$ cat src/rtl/wb_master_arbiter_if.sv
// Command/response bus between the round-robin arbiter and the single-transaction
// Wishbone master core it drives.
interface wb_master_arbiter_if #(
  parameter int unsigned dw = 32,
  parameter int unsigned aw = 32
) ();
  logic          m_start;
  logic [aw-1:0] m_address;
  logic [3:0]    m_selection;
  logic          m_write;
  logic [dw-1:0] m_data_wr;
  logic          m_active;
  logic [dw-1:0] m_data_rd;

  modport master (
    output m_start, m_address, m_selection, m_write, m_data_wr,
    input  m_active, m_data_rd
  );

  modport slave (
    input  m_start, m_address, m_selection, m_write, m_data_wr,
    output m_active, m_data_rd
  );
endinterface

$ cat src/rtl/wb_master_arbiter.sv
// Round-robin arbiter sharing one Wishbone master command port among NUM_REQ requesters.
// Optional BUSY watchdog with sticky timeout and HALT state: define WB_ARB_TIMEOUT_EN.
module wb_master_arbiter #(
  parameter int unsigned dw      = 32,
  parameter int unsigned aw      = 32,
  parameter int unsigned NUM_REQ = 4,
  parameter int unsigned TIMEOUT = 1023
) (
  input  logic                  wb_clk,
  input  logic                  wb_rst,
  input  logic [NUM_REQ-1:0]    req_i,
  input  logic [NUM_REQ*aw-1:0] req_adr_i,
  input  logic [NUM_REQ*4-1:0]  req_sel_i,
  input  logic [NUM_REQ-1:0]    req_we_i,
  input  logic [NUM_REQ*dw-1:0] req_dat_i,
  output logic [NUM_REQ-1:0]    gnt_o,
  output logic [NUM_REQ-1:0]    done_o,
  output logic [dw-1:0]         rd_data_o,
  output logic                  timeout_o,
  wb_master_arbiter_if.master   m_bus
);

  localparam int unsigned IW = $clog2(NUM_REQ);
  localparam int unsigned SW = 4;

  if (NUM_REQ < 2 || NUM_REQ > 8 || TIMEOUT < 1) begin : g_bad_cfg
    $error("wb_master_arbiter: NUM_REQ must be 2..8 and TIMEOUT >= 1");
  end

`ifdef WB_ARB_TIMEOUT_EN
  localparam int unsigned CW = $clog2(TIMEOUT + 1);
  typedef enum logic [2:0] {S_IDLE, S_ISSUE, S_BUSY, S_DONE, S_HALT} state_e;
`else
  typedef enum logic [1:0] {S_IDLE, S_ISSUE, S_BUSY, S_DONE} state_e;
`endif

  state_e              state_q, state_d;
  logic [IW-1:0]       last_q, last_d;
  logic                m_start_q, m_start_d;
  logic [aw-1:0]       adr_q, adr_d;
  logic [SW-1:0]       sel_q, sel_d;
  logic                we_q, we_d;
  logic [dw-1:0]       dat_q, dat_d;
  logic [NUM_REQ-1:0]  gnt_q, gnt_d;
  logic [NUM_REQ-1:0]  done_q, done_d;
  logic [dw-1:0]       rd_q, rd_d;
  logic                clr_cmd;
  logic                rr_found;
  logic [IW-1:0]       rr_idx;
`ifdef WB_ARB_TIMEOUT_EN
  logic [CW-1:0]       cnt_q, cnt_d;
  logic                timeout_q, timeout_d;
`endif

  // Round-robin pick: first active request searching upward from last+1.
  always_comb begin
    int unsigned cand;
    rr_found = 1'b0;
    rr_idx   = last_q;
    cand     = 0;
    for (int unsigned i = 1; i <= NUM_REQ; i++) begin
      cand = 32'(last_q) + i;
      if (cand >= NUM_REQ) cand = cand - NUM_REQ;
      if (!rr_found && req_i[IW'(cand)]) begin
        rr_found = 1'b1;
        rr_idx   = IW'(cand);
      end
    end
  end

  // Next state; the m_* registers double as the captured command.
  always_comb begin
    state_d   = state_q;
    last_d    = last_q;
    m_start_d = 1'b0;
    adr_d     = adr_q;
    sel_d     = sel_q;
    we_d      = we_q;
    dat_d     = dat_q;
    gnt_d     = gnt_q;
    done_d    = '0;
    rd_d      = rd_q;
    clr_cmd   = 1'b0;
`ifdef WB_ARB_TIMEOUT_EN
    cnt_d     = cnt_q;
    timeout_d = timeout_q;
`endif
    unique case (state_q)
      S_IDLE: begin
        if (rr_found) begin
          state_d   = S_ISSUE;
          last_d    = rr_idx;
          m_start_d = 1'b1;
          adr_d     = req_adr_i[32'(rr_idx)*aw +: aw];
          sel_d     = req_sel_i[32'(rr_idx)*SW +: SW];
          we_d      = req_we_i[rr_idx];
          dat_d     = req_dat_i[32'(rr_idx)*dw +: dw];
          gnt_d     = NUM_REQ'(1) << rr_idx;
        end
      end
      S_ISSUE: begin
        state_d = S_BUSY;
`ifdef WB_ARB_TIMEOUT_EN
        cnt_d   = '0;
`endif
      end
      S_BUSY: begin
        // err/rty also drop m_active, so any return to master idle is completion
        if (!m_bus.m_active) begin
          state_d = S_DONE;
          done_d  = gnt_q;
        end
`ifdef WB_ARB_TIMEOUT_EN
        else if (32'(cnt_q) + 32'd1 >= TIMEOUT) begin
          state_d   = S_HALT;
          done_d    = gnt_q;
          timeout_d = 1'b1;
          clr_cmd   = 1'b1;
        end else begin
          cnt_d = cnt_q + CW'(1);
        end
`endif
      end
      S_DONE: begin
        if (!we_q) rd_d = m_bus.m_data_rd;
        state_d = S_IDLE;
        clr_cmd = 1'b1;
      end
`ifdef WB_ARB_TIMEOUT_EN
      S_HALT: state_d = S_HALT;
`endif
      default: state_d = S_IDLE;
    endcase
    if (clr_cmd) begin
      adr_d = '0;
      sel_d = '0;
      we_d  = 1'b0;
      dat_d = '0;
      gnt_d = '0;
    end
  end

  always_ff @(posedge wb_clk) begin
    if (wb_rst) begin
      state_q   <= S_IDLE;
      last_q    <= IW'(NUM_REQ - 1);
      m_start_q <= 1'b0;
      adr_q     <= '0;
      sel_q     <= '0;
      we_q      <= 1'b0;
      dat_q     <= '0;
      gnt_q     <= '0;
      done_q    <= '0;
      rd_q      <= '0;
`ifdef WB_ARB_TIMEOUT_EN
      cnt_q     <= '0;
      timeout_q <= 1'b0;
`endif
    end else begin
      state_q   <= state_d;
      last_q    <= last_d;
      m_start_q <= m_start_d;
      adr_q     <= adr_d;
      sel_q     <= sel_d;
      we_q      <= we_d;
      dat_q     <= dat_d;
      gnt_q     <= gnt_d;
      done_q    <= done_d;
      rd_q      <= rd_d;
`ifdef WB_ARB_TIMEOUT_EN
      cnt_q     <= cnt_d;
      timeout_q <= timeout_d;
`endif
    end
  end

  assign gnt_o             = gnt_q;
  assign done_o            = done_q;
  assign rd_data_o         = rd_q;
  assign m_bus.m_start     = m_start_q;
  assign m_bus.m_address   = adr_q;
  assign m_bus.m_selection = sel_q;
  assign m_bus.m_write     = we_q;
  assign m_bus.m_data_wr   = dat_q;
`ifdef WB_ARB_TIMEOUT_EN
  assign timeout_o = timeout_q;
`else
  assign timeout_o = 1'b0;
`endif

endmodule

$ cat src/flat_wrapper.sv
// flat-port wrapper written by rule: the top's interface ports become plain ports
module wb_master_arbiter_flat 
#(
  parameter int unsigned dw      = 32,
  parameter int unsigned aw      = 32,
  parameter int unsigned NUM_REQ = 4,
  parameter int unsigned TIMEOUT = 1023
)
  (wb_clk, wb_rst, req_i, req_adr_i, req_sel_i, req_we_i, req_dat_i, gnt_o, done_o, rd_data_o, timeout_o, m_bus_m_start, m_bus_m_address, m_bus_m_selection, m_bus_m_write, m_bus_m_data_wr, m_bus_m_active, m_bus_m_data_rd);
  wb_master_arbiter_if #(.dw(dw), .aw(aw)) m_bus_i ();
  input  logic wb_clk;
  input  logic wb_rst;
  input  logic [NUM_REQ-1:0] req_i;
  input  logic [NUM_REQ*aw-1:0] req_adr_i;
  input  logic [NUM_REQ*4-1:0] req_sel_i;
  input  logic [NUM_REQ-1:0] req_we_i;
  input  logic [NUM_REQ*dw-1:0] req_dat_i;
  output logic [NUM_REQ-1:0] gnt_o;
  output logic [NUM_REQ-1:0] done_o;
  output logic [dw-1:0] rd_data_o;
  output logic timeout_o;
  output wire logic [$bits(m_bus_i.m_start)-1:0] m_bus_m_start;
  output wire logic [$bits(m_bus_i.m_address)-1:0] m_bus_m_address;
  output wire logic [$bits(m_bus_i.m_selection)-1:0] m_bus_m_selection;
  output wire logic [$bits(m_bus_i.m_write)-1:0] m_bus_m_write;
  output wire logic [$bits(m_bus_i.m_data_wr)-1:0] m_bus_m_data_wr;
  input wire logic [$bits(m_bus_i.m_active)-1:0] m_bus_m_active;
  input wire logic [$bits(m_bus_i.m_data_rd)-1:0] m_bus_m_data_rd;
  assign m_bus_m_start = m_bus_i.m_start;
  assign m_bus_m_address = m_bus_i.m_address;
  assign m_bus_m_selection = m_bus_i.m_selection;
  assign m_bus_m_write = m_bus_i.m_write;
  assign m_bus_m_data_wr = m_bus_i.m_data_wr;
  assign m_bus_i.m_active = m_bus_m_active;
  assign m_bus_i.m_data_rd = m_bus_m_data_rd;
  wb_master_arbiter #(.dw(dw), .aw(aw), .NUM_REQ(NUM_REQ), .TIMEOUT(TIMEOUT)) u_core (.wb_clk(wb_clk), .wb_rst(wb_rst), .req_i(req_i), .req_adr_i(req_adr_i), .req_sel_i(req_sel_i), .req_we_i(req_we_i), .req_dat_i(req_dat_i), .gnt_o(gnt_o), .done_o(done_o), .rd_data_o(rd_data_o), .timeout_o(timeout_o), .m_bus(m_bus_i));
endmodule
$ cat config.mk
export PLATFORM = sky130hd
export DESIGN_NAME = wb_master_arbiter_flat
export DESIGN_NICKNAME = d
export VERILOG_FILES = /design/src/rtl/wb_master_arbiter_if.sv /design/src/rtl/wb_master_arbiter.sv /design/src/flat_wrapper.sv
export SDC_FILE = /design/constraint.sdc
export NUM_CORES = 1
export LEC_CHECK = 0
export CORE_AREA = 2 2 166 168
export CTS_CLUSTER_DIAMETER = 50
export DETAILED_ROUTE_END_ITERATION = 8
export DIE_AREA = 0 0 168 170
export MAX_ROUTING_LAYER = met4
export PLACE_DENSITY = 0.54
export SYNTH_ARGS = -nofsm -noshare
export SYNTH_HDL_FRONTEND = slang
export SYNTH_SLANG_ARGS = --single-unit
$ cat constraint.sdc
create_clock -name wb_clk -period 2.1 [get_ports wb_clk]
set_input_delay 0.42 -clock wb_clk [delete_from_list [all_inputs] [get_ports wb_clk]]
set_output_delay 0.42 -clock wb_clk [all_outputs]
set_load 0.05 [all_outputs]
* Word-level counts from Yosys, hierarchy flattened
Index checks and enable logic that the tools add are counted.
Word-level totals: bits in registers 114, input bits 315, output and inout port bits 111
Operators by class: $add $sub $neg 8, $lt $le $gt $ge 9, equal/unequal tests 5, shift operators 4, mux-type cells 27, bitwise operators 3, reduce and logical (&&, ||, !) cells 13
Operator list (count):
- indexed part select 128 x 8 -> 32 bit | 2
- two-way mux 2 bit | 10
- indexed part select 16 x 5 -> 4 bit | 1
- < comparator 2 x 3 -> 1 bit, second input constant | 5
- two-way mux 1 bit | 11
- binary-select mux 1 bit (select 2 bit) | 5
- >= comparator 3 bit, second input constant | 3
- case mux 2 bit (4 select lines) | 1
- subtractor 2 x 1 -> 2 bit, second input constant | 4
- adder 2 x 2 -> 3 bit, second input constant | 2
- AND reduction 2 bit | 3
- adder 2 x 3 -> 4 bit, second input constant | 1
- equality test 2 bit, second input constant | 2
- >= comparator 4 x 3 -> 1 bit, second input constant | 1
- OR reduction 2 bit | 2
- << shifter 1 x 2 -> 4 bit, first input constant | 1
- adder 2 x 1 -> 3 bit, second input constant | 1
- logical AND 1 bit | 3
- logical NOT 1 bit | 3
- inverter 1 bit | 3
- OR reduction 3 bit | 1
- equality test 2 x 1 -> 1 bit, second input constant | 1
- logical NOT 2 bit | 1
- != test 2 x 1 -> 1 bit, second input constant | 1
- != test 2 bit, second input constant | 1

* Logic depth before layout (Yosys ltp)
Gate-level depths: netlist of the first run.
word-level depth 17, mapped depth 9, depth with buffers taken out 7

* Worst setup path before layout of the first run
No wires, ideal clock.
kind input-to-reg, start point input port req_i[3], end point register u_core.adr_q[29] (netlist: u_core.m_bus.m_address[29]), library setup time 0.124 ns, data arrival time 1.688 ns, required time 1.976 ns, slack 0.288 ns, stages on the path 8, path buffers 3, cell sequence nor2b_1 -> o21a_1 -> buf_2 -> nor3_2 -> buf_6 -> buf_12 -> mux2i_1 -> o211ai_2
Between the ends: cells in the longest elaborated chain, start to end 13, elaborated cells between the ends (all ways) 24, those cells by class shift: 1; mux: 16; reduce/logical: 7
RTL lines:
- from (decl) | line flat_wrapper.sv:13 | input logic [NUM_REQ-1:0] req_i;
- binary-select mux 1 bit (select 2 bit) | line wb_master_arbiter.sv:64 | if (!rr_found && req_i[IW'(cand)]) begin
- two-way mux 1 bit (not written as such) | line wb_master_arbiter.sv:64
- two-way mux 1 bit | line wb_master_arbiter.sv:64
- logical NOT 1 bit | line wb_master_arbiter.sv:64
- logical AND 1 bit | line wb_master_arbiter.sv:64
- two-way mux 1 bit | line wb_master_arbiter.sv:64
- logical NOT 1 bit | line wb_master_arbiter.sv:64
- logical AND 1 bit | line wb_master_arbiter.sv:64
- two-way mux 1 bit | line wb_master_arbiter.sv:64
- logical NOT 1 bit | line wb_master_arbiter.sv:64
- logical AND 1 bit | line wb_master_arbiter.sv:64
- two-way mux 2 bit or two-way mux 1 bit (tied branches) | line wb_master_arbiter.sv:64
- indexed part select 128 x 8 -> 32 bit or AND reduction 2 bit (tied branches)
- to (signal assigned) | line wb_master_arbiter.sv:163 | adr_q <= adr_d;
- to (decl) | line wb_master_arbiter.sv:40 | logic [aw-1:0] adr_q, adr_d;
Parallel ways exist; a longest one is shown, timed or not. The select of a mux whose other input is x is not followed. A chain may end at the register's enable or synchronous reset.

* Worst setup path in the final report of the first run
start point register u_core.rd_q[10] (netlist: u_core.rd_data_o[10]), end point output port rd_data_o[10]
RTL lines:
- from (decl) | line wb_master_arbiter.sv:46 | logic [dw-1:0] rd_q, rd_d;
- from (signal assigned) | line wb_master_arbiter.sv:169 | rd_q <= rd_d;
- to (decl) | line flat_wrapper.sv:20 | output logic [dw-1:0] rd_data_o;
No word-level cell between the ends.

==> flow_summary.yaml, run 1 <==
global_routing:
  grtUsageMet2: 0.356
  antenna_found_initial: 2
  grt_pass1_vias: 7864
  use_met1: 0.253
  grtUsageTotal: 0.214
  grt_max_degree: 40
  grt_use_met3: 0.0586
  grt.overflow.total: 0
  grt_pass1_wl_mm: 45.5
  grt-busiest-layer: "met2"
pwr:
  vdd_drop_max_v: 0.000522
  power_density_mw_per_mm2: 1320
  leakagePower_nw: 4.63
  power_mw: 16.0
clocking:
  root_buffer: "clkbuf_16"
  htree_levels: 4
  clk_path_buf_depth: 2
  cts_sinks: 114
  cts_hold_buf: 0
  cts_buffers: 17
  cts_tree: "built"
  worstSkewPairLatency_ns: 0.42
  clk_pin_slew_worst_paths_ns: 0.06
place:
  dp_hpwl_mm: 22.4
  place_area_sq_mm: 0.0115
  gp_congestion: 0.834
  io_buffers: 424
finish:
  drive_gt1_frac: 0.0920
  fillers: 2622
  area_delta_synth_final_pct: 86.3
  fin_nets: 1514
  design_area_sq_mm: 0.0121
  final_core_util: 0.454
critical_path:
  crit_fanout: 2
  crit_chain: "clkdlybuf4s50_1"
  worst_path_max_delay_cell: "clkdlybuf4s50_1"
  crit_path_end_kind: "output pin"
  required_ns: 1.68
  start_kind: "flop"
  arrival_ns: 1.62
  crit_buf_inv: 1
  cpPeakStageDelay_ns: 0.83
  crit_type: "flop to output pin"
  critical_path.top_delay_family: "buffers and inverters"
logic_synthesis:
  synth_top_cells_by_count: "nand2_1, dfxtp_1, a21o_1"
  synth.top_cell.area_share: 0.352
  syn_area_sq_mm: 0.00649
  post_synth.cell_area_avg_sq_um: 8.37
  synthFlopType: "dfxtp_1"
  netlist.top_cell.by_area: "dfxtp_1"
  ys_seq_area_frac: 0.352
  ys_warn_count: 0
  synthesis.nets: 1095
  synthCells: 776
  synth_most_common_cell: "nand2_1"
  synth_edf_count: 0
  synth.area.top_cells: "dfxtp_1, mux2i_1, a21o_1"
  ys_ff_latch: 114
  synth-async-reset-ratio: 0
  ys_types: 38
route:
  routedWlPerCell_um: 19.9
  firstDrtPassIters: 5
  ant_nets: 0
  vias_per_cell: 4.93
  first_iter_violations: 349
  vias: 7647
  drc: 0
  totalWireLength_mm: 30.8
floorplan:
  die_x_um: 168
  core-area_sq_mm: 0.0267
  dieArea_sq_mm: 0.0286
  initial_utilization: 0.244
  ios: 426
  die_h_um: 170
  row_count: 60
timing:
  drv_slew: 0
  worst_slew_pin_slew_ns: 0.568
  period_minus_slack_ns: 2.04
  final.setup.tns_ns: 0
  rsz0062_at_grt: "false"
  period_share: 0.972
  finalSetupViolCount: 0
  fin_skew_ns: 0.0134
  fmax_mhz: 490
  hold_violations: 0
  slew_headroom: 0.620
run_status:
  status: "complete, no violations"
run:
  cap_viol_max_count: 0
worst_hold_path:
  hp-class: "flop to flop"
-- final timing paths --
check	startpoint	to	slack, ns	cells past startpoint
setup / recovery	u_core.rd_data_o[10]$_SDFFE_PP0P_	rd_data_o[10]	0.06	1
setup reg to reg	u_core.last_q[0]$_SDFFE_PP1P_	u_core.m_bus.m_address[1]$_SDFFE_PP0P_	0.19	7
hold / removal	u_core.rd_data_o[15]$_SDFFE_PP0P_	u_core.rd_data_o[15]$_SDFFE_PP0P_	0.45	2
hold reg to reg	u_core.rd_data_o[15]$_SDFFE_PP0P_	u_core.rd_data_o[15]$_SDFFE_PP0P_	0.45	2
-- metrics by stage --
step	setup WS (ns)	std cells	hold WS (ns)
2_1_floorplan	0.288	776	0.487
3_3_place_gp	-0.415	1515	0.441
3_5_place_dp	-0.454	1515	0.446
4_1_cts	0.0253	1548	0.454
5_1_grt	0.00111	1550	0.477
6_report	0.0598	1550	0.452
-- layer usage --
metal | wire length, um | share of wire
met2 | 15000 | 0.49
met5 | 0 | 0
met3 | 2350 | 0.076
met4 | 489 | 0.016
met1 | 12900 | 0.42
-- power by group --
part           internal, mW  leakage [nW]  switching, mW
logic                  3.83          3.42           5.79
clock network          1.78         0.276           1.15
registers              2.97         0.933          0.474
total                  8.58          4.63           7.41
-- state kept, by name (all words and copies together) (netlist names), 2 cells and up --
name                      flops
u_core.m_bus.m_selection      4
u_core.rd_data_o             32
u_core.m_bus.m_address       32
u_core.last_q                 2
u_core.gnt_o                  4
u_core.done_o                 4
u_core.m_bus.m_data_wr       32
u_core.state_q                2
-- layout make-up --
class | count | area, sq um | area share
antenna | 2 | 5.00 | 0.000414
clock buffer | 19 | 443 | 0.0366
clock inverter | 12 | 133 | 0.0110
inverter | 2 | 7.51 | 0.000621
multi-input combinational | 571 | 3770 | 0.312
sequential | 114 | 2280 | 0.189
tap | 341 | 427 | 0.0353
timing repair buffer | 489 | 5030 | 0.415
-- placed cells by master (no fill, tap or decap), types with 2 or more instances in the layout --
master | Yosys | layout
inv_1 | 2 | 2
clkinv_2 | 0 | 3
buf_4 | 4 | 44
or3_1 | 2 | 2
o21ai_1 | 4 | 3
clkdlybuf4s50_1 | 0 | 419
nand3_1 | 2 | 2
and2_1 | 5 | 4
o31ai_1 | 69 | 69
a211o_1 | 2 | 2
nand4_1 | 69 | 69
o211ai_2 | 2 | 2
dfxtp_1 | 114 | 114
a21o_1 | 70 | 69
nand2_2 | 0 | 2
clkinvlp_4 | 0 | 3
inv_6 | 0 | 2
clkbuf_16 | 0 | 17
diode_2 | 0 | 2
buf_12 | 6 | 24
nor2b_1 | 4 | 3
nor2_1 | 9 | 9
clkinv_4 | 0 | 2
mux2i_1 | 69 | 69
o211ai_1 | 68 | 68
nand2_1 | 139 | 137
ha_1 | 4 | 4
a21oi_1 | 37 | 37
bufinv_16 | 0 | 2
nand2b_1 | 3 | 3
-- cells by family (layout without fill, tap and decap cells) --
logic type,count (synthesis),in the layout,share of synthesized area
other cells,1,3,0.000578
simple gates,239,239,0.173
flops,114,114,0.352
compound gates,258,258,0.285
fa+ha+maj,4,4,0.00771
buf+inv,91,522,0.0755
mux,69,69,0.106
-- timing repair --
action,in CTS,in global routing
resized for setup,1,2
pin swaps,1,0
buffers inserted,2,0
endpoints found under the setup margin,2,64
endpoints found under the hold margin,0,0
No activity file was read; power rests on OpenSTA's default activity.
==> run 2: changes to the inputs <==
Settings changed: SKIP_CTS_REPAIR_TIMING set to 1.
==> run 2 against run 1 <==
  * Die area unchanged
  * Highest routed layer unchanged
  * Critical path type unchanged
  * Cell count about the same
  * Clock skew down 0.00050 ns
  * Register-to-register slack worse by 0.02 ns
  * Final area about the same
  * Total power about the same
  * Via count up 0.67%
  * Largest power group unchanged
  * Routed wire length about the same
  * Combinational power about the same
==> flow_summary.yaml, run 2 (synthesized netlist as in run 1, its figures left out) <==
critical_path:
  crit_chain: "clkdlybuf4s50_1"
  critical_path.top_delay_family: "buffers and inverters"
  reg2reg_to: "u_core.m_bus.m_address[1]$_SDFFE_PP0P_"
  crit_buf_inv: 1
  path_depth: 1
  start_kind: "flop"
  cpPeakStageDelay_ns: 0.84
  reg2regPathDepth: 7
  r2r-start: "u_core.last_q[0]$_SDFFE_PP1P_"
  crit_fanout: 2
  r2r_slack_ns: 0.17
  crit_type: "flop to output pin"
  arrival_ns: 1.62
  worst_path_max_delay_cell: "clkdlybuf4s50_1"
  crit_path_end_kind: "output pin"
  required_ns: 1.68
finish:
  final_core_util: 0.454
  drive_gt1_frac: 0.0912
  multi_input_area_sq_mm: 0.00377
  ff_latch_area_sq_mm: 0.00228
  final_cell_mix: "clkdlybuf4s50_1, nand2_1, dfxtp_1"
  area_delta_synth_final_pct: 86.3
  fin_nets: 1513
  final_common_cell: "clkdlybuf4s50_1"
  instances_no_fill: 1549
  design_area_sq_mm: 0.0121
  fillers: 2620
timing:
  slew_headroom: 0.617
  period_minus_slack_ns: 2.04
  worst_slew_pin_slew_ns: 0.572
  fin_skew_ns: 0.0129
  fmax_mhz: 490
  period_share: 0.971
  rsz0062_at_grt: "false"
  finalSetupViolCount: 0
  drv_slew: 0
  final.setup.tns_ns: 0
  hold_violations: 0
route:
  vias_per_cell: 4.97
  first_iter_violations: 360
  routedWlPerCell_um: 19.9
  ant_nets: 0
  drc: 0
  firstDrtPassIters: 7
  vias: 7698
  totalWireLength_mm: 30.8
floorplan:
  die_x_um: 168
  initial_utilization: 0.244
  die_h_um: 170
  dieArea_sq_mm: 0.0286
  core-area_sq_mm: 0.0267
  ios: 426
  row_count: 60
global_routing:
  grt_pass1_vias: 7837
  antenna_found_initial: 2
  grt_max_degree: 40
  use_met1: 0.252
  grtUsageMet2: 0.357
  grt.overflow.total: 0
  grt_pass1_wl_mm: 45.4
  grt_use_met3: 0.0593
  grt-busiest-layer: "met2"
  grtUsageTotal: 0.213
clocking:
  root_buffer: "clkbuf_16"
  clk_path_buf_depth: 2
  cts_sinks: 114
  clk_pin_slew_worst_paths_ns: 0.06
  cts_tree: "built"
  htree_levels: 4
  cts_buffers: 17
  worstSkewPairLatency_ns: 0.42
place:
  io_buffers: 424
  gp_congestion: 0.834
  dp_hpwl_mm: 22.4
  place_inst: 1515
  place_area_sq_mm: 0.0115
worst_hold_path:
  hp-class: "flop to flop"
  hold_depth: 2
  min_from: "u_core.rd_data_o[21]$_SDFFE_PP0P_"
  min_to: "u_core.rd_data_o[21]$_SDFFE_PP0P_"
run:
  cap_viol_max_count: 0
pwr:
  power_mw: 16.0
  power_density_mw_per_mm2: 1320
  vdd_drop_max_v: 0.000522
  leakagePower_nw: 4.64
run_status:
  status: "complete, no violations"
## run 2: changes by cell type in the layout (fill, tap and decap cells not counted)
cell            delta
dlygate4sd2_1      -1
dlymetal6s2s_1     +1
buf_4              -1
## run 2: tightest hold or removal path: stages (launching register included)
cell	delay, ns
dfxtp_1	0.30
nand2_1	0.05
a21oi_1	0.05
## run 2: final cells by class
class,instances,share of cell area
Timing Repair Buffer,488,0.415
Clock buffer,19,0.0366
Clock inverter,12,0.0110
Multi-Input combinational cell,571,0.312
Tap cell,341,0.0353
Sequential cell,114,0.189
Inverter,2,0.000621
Antenna cell,2,0.000414
## run 2: metal layers
| layer | vias up | part of all wire |
|---|---|---|
| li1 | 3730 | - |
| met1 | 3600 | 0.42 |
| met2 | 343 | 0.49 |
| met3 | 25 | 0.075 |
| met4 | 0 | 0.014 |
| met5 | - | 0 |
## run 2: worst max path at each step
stage | start | endpoint | slack [ns]
after detailed placement | req_i[0] | u_core.m_bus.m_data_wr[19]$_SDFFE_PP0P_ | -0.45
final | u_core.m_bus.m_address[16]$_SDFFE_PP0P_ | m_bus_m_address[16] | 0.06
after CTS | req_i[0] | u_core.m_bus.m_data_wr[19]$_SDFFE_PP0P_ | -0.006
after global placement | req_i[0] | u_core.m_bus.m_data_wr[19]$_SDFFE_PP0P_ | -0.41
after floorplan | req_i[3] | u_core.m_bus.m_address[29]$_SDFFE_PP0P_ | 0.29
after global routing | u_core.m_bus.m_data_wr[6]$_SDFFE_PP0P_ | m_bus_m_data_wr[6] | 0.001
## run 2: power breakdown
part,switching [mW],leakage [nW],internal [mW]
Clock,1.15,0.276,1.78
Combinational,5.78,3.43,3.83
Sequential,0.475,0.933,2.97
## run 2: through the flow
stage / hold slack, ns / setup WS, ns
after CTS: 0.454 / -0.00595
final: 0.452 / 0.0610
after detailed placement: 0.446 / -0.454
after floorplan: 0.487 / 0.288
after global routing: 0.477 / 0.00111
after global placement: 0.441 / -0.415
==> run 3: changes to the inputs <==
Settings changed: SKIP_LAST_GASP set to 1.
==> results of run 3 <==
Same layout as run 2: the final DEF is identical, and so are final timing and power.
==> RTL change 1: new RTL, settings of run 1 <==
The option `WB_ARB_TIMEOUT_EN` is turned on by a define.
--- a/src/rtl/wb_master_arbiter.sv
+++ b/src/rtl/wb_master_arbiter.sv
@@ -1,5 +1,7 @@
 // Round-robin arbiter sharing one Wishbone master command port among NUM_REQ requesters.
 // Optional BUSY watchdog with sticky timeout and HALT state: define WB_ARB_TIMEOUT_EN.
+`define WB_ARB_TIMEOUT_EN
+
 module wb_master_arbiter #(
   parameter int unsigned dw      = 32,
   parameter int unsigned aw      = 32,
Function: no difference found for any inputs over 4 cycles, from zero or initial values and one cycle with wb_rst high; that may be too few to reach the edited logic, so the function may still have changed.
==> RTL change 1 against run 1 <==
  * First-iteration DRC count grew 44%
  * Non-clock buffer count rose by 27
  * Sequential share of layout area shrank 0.76 points
  * Core utilization up 6.9 points
  * Synthesized area grew 22%
  * Sequential cell count up 12
  * Via count up 22%
  * Setup slack got worse by 0.019 ns
  * Largest cell class unchanged
  * Design area is 15% higher
  * Power down 28%
  * Count of clock-buffer cells in the layout fell by 2
  * Routed wire length is 17% higher
  * Synthesized cell count up 32%
==> RTL change 1: results <==
export IMPL_relSlewSlack_pct=51.0
export IMPL_port_buffers=425
export IMPL_netSwitchingPower_w=0.00443
export IMPL_synth_yosys_seq_area_share_pct=32.0
export IMPL_use_met1_pct=30.6
export IMPL_avgSynthCellArea_sq_um=7.72
export IMPL_synth_xor_xnor_area_share_pct=0.222
export IMPL_vias_per_cell=5.20
export IMPL_syn_nets=1339
export IMPL_synth_compound_gate_area_share_pct=35.6
export IMPL_grt_max_degree=79
export IMPL_grtUsageTotal_pct=25.1
export IMPL_clock_skew_ns=0.0140
export IMPL_dr_wl_met3_um=1970
export IMPL_fillers=2505
export IMPL_endpoint="gnt_o[3]"
export IMPL_grt_pass1_wl_um=54000
export IMPL_cp_arrival_ns=1.64
export IMPL_drt_initial_drc_count=504
export IMPL_timing_hold_ws_ns=0.451
export IMPL_status="finished, final reports clean"
export IMPL_final_cells=1794
export IMPL_r2r_slack_ns=0.12
export IMPL_synthTopCellsByCount="nand2_1, nor3b_1, o21a_1, o21ai_0, dfxtp_1"
export IMPL_wl_met2_um=18100
export IMPL_p_sw_share_pct=38.5
export IMPL_crit_start="u_core.gnt_o[3]"
export IMPL_reg2reg_depth=8
export IMPL_wl_per_cell_um=20.1
export IMPL_regToRegStartpoint="u_core.cnt_q[1]"
export IMPL_met3_usage_pct=5.37
export IMPL_grtUsageMet2_pct=42.7
export IMPL_dp_slack_ns=-0.504
[RTL change 1: logic make-up (layout without fill, tap and decap cells)]
kind of cell	Yosys count	in the layout
AOI/OAI and AO/OA	415	415
other	0	1
xor gates and xnor gates	2	2
muxes	2	2
DFF	126	126
and+or+nand+nor	350	350
adders and majority gates	2	2
buffers and inverters	125	555
[RTL change 1: repair_timing]
action | in CTS | in global routing
cloned | 0 | 1
pin swaps | 0 | 7
endpoints found under the setup margin | 88 | 78
buffers inserted | 4 | 1
gates resized for setup | 8 | 18
[RTL change 1: worst min-delay path: stages (launching register included)]
cell     delay (ns)
dfxtp_1        0.31
nand2_1        0.05
a21oi_1        0.05
[RTL change 1: cell type report]
cell class              instances  area [sq um]  share of cell area (%)
well taps                     341           427                    3.06
flip-flops and latches        126          2520                    18.1
diodes                          1          2.50                  0.0180
clock buffers                  17           425                    3.05
repair buffers                516          5350                    38.4
clock inverters                14           205                    1.47
inverters                       8          30.0                   0.216
multi-input cells             771          4970                    35.7
==> RTL change 2: new RTL, settings of run 1 <==
Made on the original files. Encoding of `state_e`: now Gray code (2 bits for 4 states).
--- a/src/rtl/wb_master_arbiter.sv
+++ b/src/rtl/wb_master_arbiter.sv
@@ -31,7 +31,7 @@
   localparam int unsigned CW = $clog2(TIMEOUT + 1);
   typedef enum logic [2:0] {S_IDLE, S_ISSUE, S_BUSY, S_DONE, S_HALT} state_e;
 `else
-  typedef enum logic [1:0] {S_IDLE, S_ISSUE, S_BUSY, S_DONE} state_e;
+  typedef enum logic [1:0] {S_IDLE = 2'b00, S_ISSUE = 2'b01, S_BUSY = 2'b11, S_DONE = 2'b10} state_e;
 `endif
 
   state_e              state_q, state_d;
Function: same outputs for any inputs over 4 cycles, from zero or initial values and one cycle with wb_rst high; so few cycles prove little.
==> RTL change 2 against run 1 <==
  * Sequential cell count stayed put
  * Die area stayed put
  * Setup slack worse by 0.0098 ns
  * Routed wire length is 1.2% lower
  * Design area is 1.2% lower
  * Synthesized area is 2.1% lower
  * Sequential share of layout area is 0.23 points higher
  * Hold slack hardly changed
  * Critical path type unchanged
  * Largest cell class unchanged
Power is not compared: it rests on default switching activity, and its combinational part moved more than twofold at a synthesized area within 25%.
==> RTL change 2: results <==
export IMPL_status="finished, final reports clean"
export IMPL_grtUsageMet2_pct=35.1
export IMPL_vias_per_cell=4.96
export IMPL_routed_wl_um=30400
export IMPL_grtUsageTotal_pct=21.2
export IMPL_yosys_warnings=0
export IMPL_comb_multi_input_count=566
export IMPL_dpl_hpwl_um=22000
export IMPL_synth_fa_ha_area_share_pct=0
export IMPL_crit_start="u_core.m_bus.m_address[10]"
export IMPL_seq_share_pct=19.1
export IMPL_hp_start="u_core.rd_data_o[31]"
export IMPL_port_buffers=424
export IMPL_synth_yosys_seq_area_share_pct=35.9
export IMPL_r2r_slack_ns=0.24
export IMPL_gp_congestion=0.867
export IMPL_syn_nets=1083
export IMPL_synth_area_leaders="dfxtp_1, mux2i_1, a21o_1"
export IMPL_bufAreaShareNonClock_pct=40.8
export IMPL_grt_pass1_wl_um=45200
export IMPL_num_nonclk_buffers=477
export IMPL_use_met1_pct=24.7
export IMPL_rr_endpoint="u_core.m_bus.m_address[19]"
export IMPL_setup_viol=0
export IMPL_drive_gt1_share_pct=8.58
export IMPL_nClkBuffers=17
export IMPL_synthTopCellsByCount="nand2_1, dfxtp_1, a21o_1"
export IMPL_nNonClkInverters=0
export IMPL_nNetsFinal=1491
export IMPL_htreeDepth=4
export IMPL_clkSinkCount=114
export IMPL_hold_path_endpoint="u_core.rd_data_o[31]"
export IMPL_clock_skew_ns=0.0103
export IMPL_grt_max_degree=44
export IMPL_fillers=2619
export IMPL_clk_share_pct=5.40
export IMPL_num_antenna_cells=1
export IMPL_regToRegStartpoint="u_core.last_q[0]"
export IMPL_endpoint="m_bus_m_address[10]"
export IMPL_multi_input_area_share_pct=31.2
export IMPL_synthDistinctLibCells=33
export IMPL_met3_usage_pct=5.35
export IMPL_whs_path_depth=2
export IMPL_synth_area_mux_share_pct=10.9
export IMPL_finalHoldViolations=0
export IMPL_drt_initial_drc_count=371
export IMPL_synth_compound_gate_area_share_pct=28.7
export IMPL_dpl_instance_area_sq_um=11300
export IMPL_worstMarginPinSlew_ns=0.646
export IMPL_slowest_stage="clkdlybuf4s50_1"
export IMPL_first_global_vias=7717
==> RTL change 2: metrics by stage <==
step	power (W)	hold WS (ns)	util [%]	std cells	worst slack, ns
final	0.00910	0.452	44.9	1531	0.0499
after global routing	0.00953	0.466	44.9	1531	0.000150
after CTS	0.00921	0.454	44.6	1527	0.0140
after detailed placement	0.00587	0.446	42.2	1495	-0.374
after global placement	0.00586	0.442	42.2	1495	-0.325
after floorplan	0.00434	0.487	-	768	0.205
==> RTL change 2: repair_timing <==
action,in CTS,in global routing
hold buffers,0,0
hold endpoints to repair,0,0
gates resized for setup,0,5
buffers inserted,0,2
endpoints found under the setup margin,0,8
==> RTL change 2: power by group <==
part,internal (W),total [W],switching [W]
Combinational,0.00151,0.00333,0.00182
Sequential,0.00239,0.00252,0.000130
Clock,0.00203,0.00324,0.00122
==> RTL change 2: per-layer routing <==
layer	up-vias	wire length, um
met3	50	2120
li1	3682	-
met1	3540	12500
met5	-	0
met2	319	14800
met4	0	979
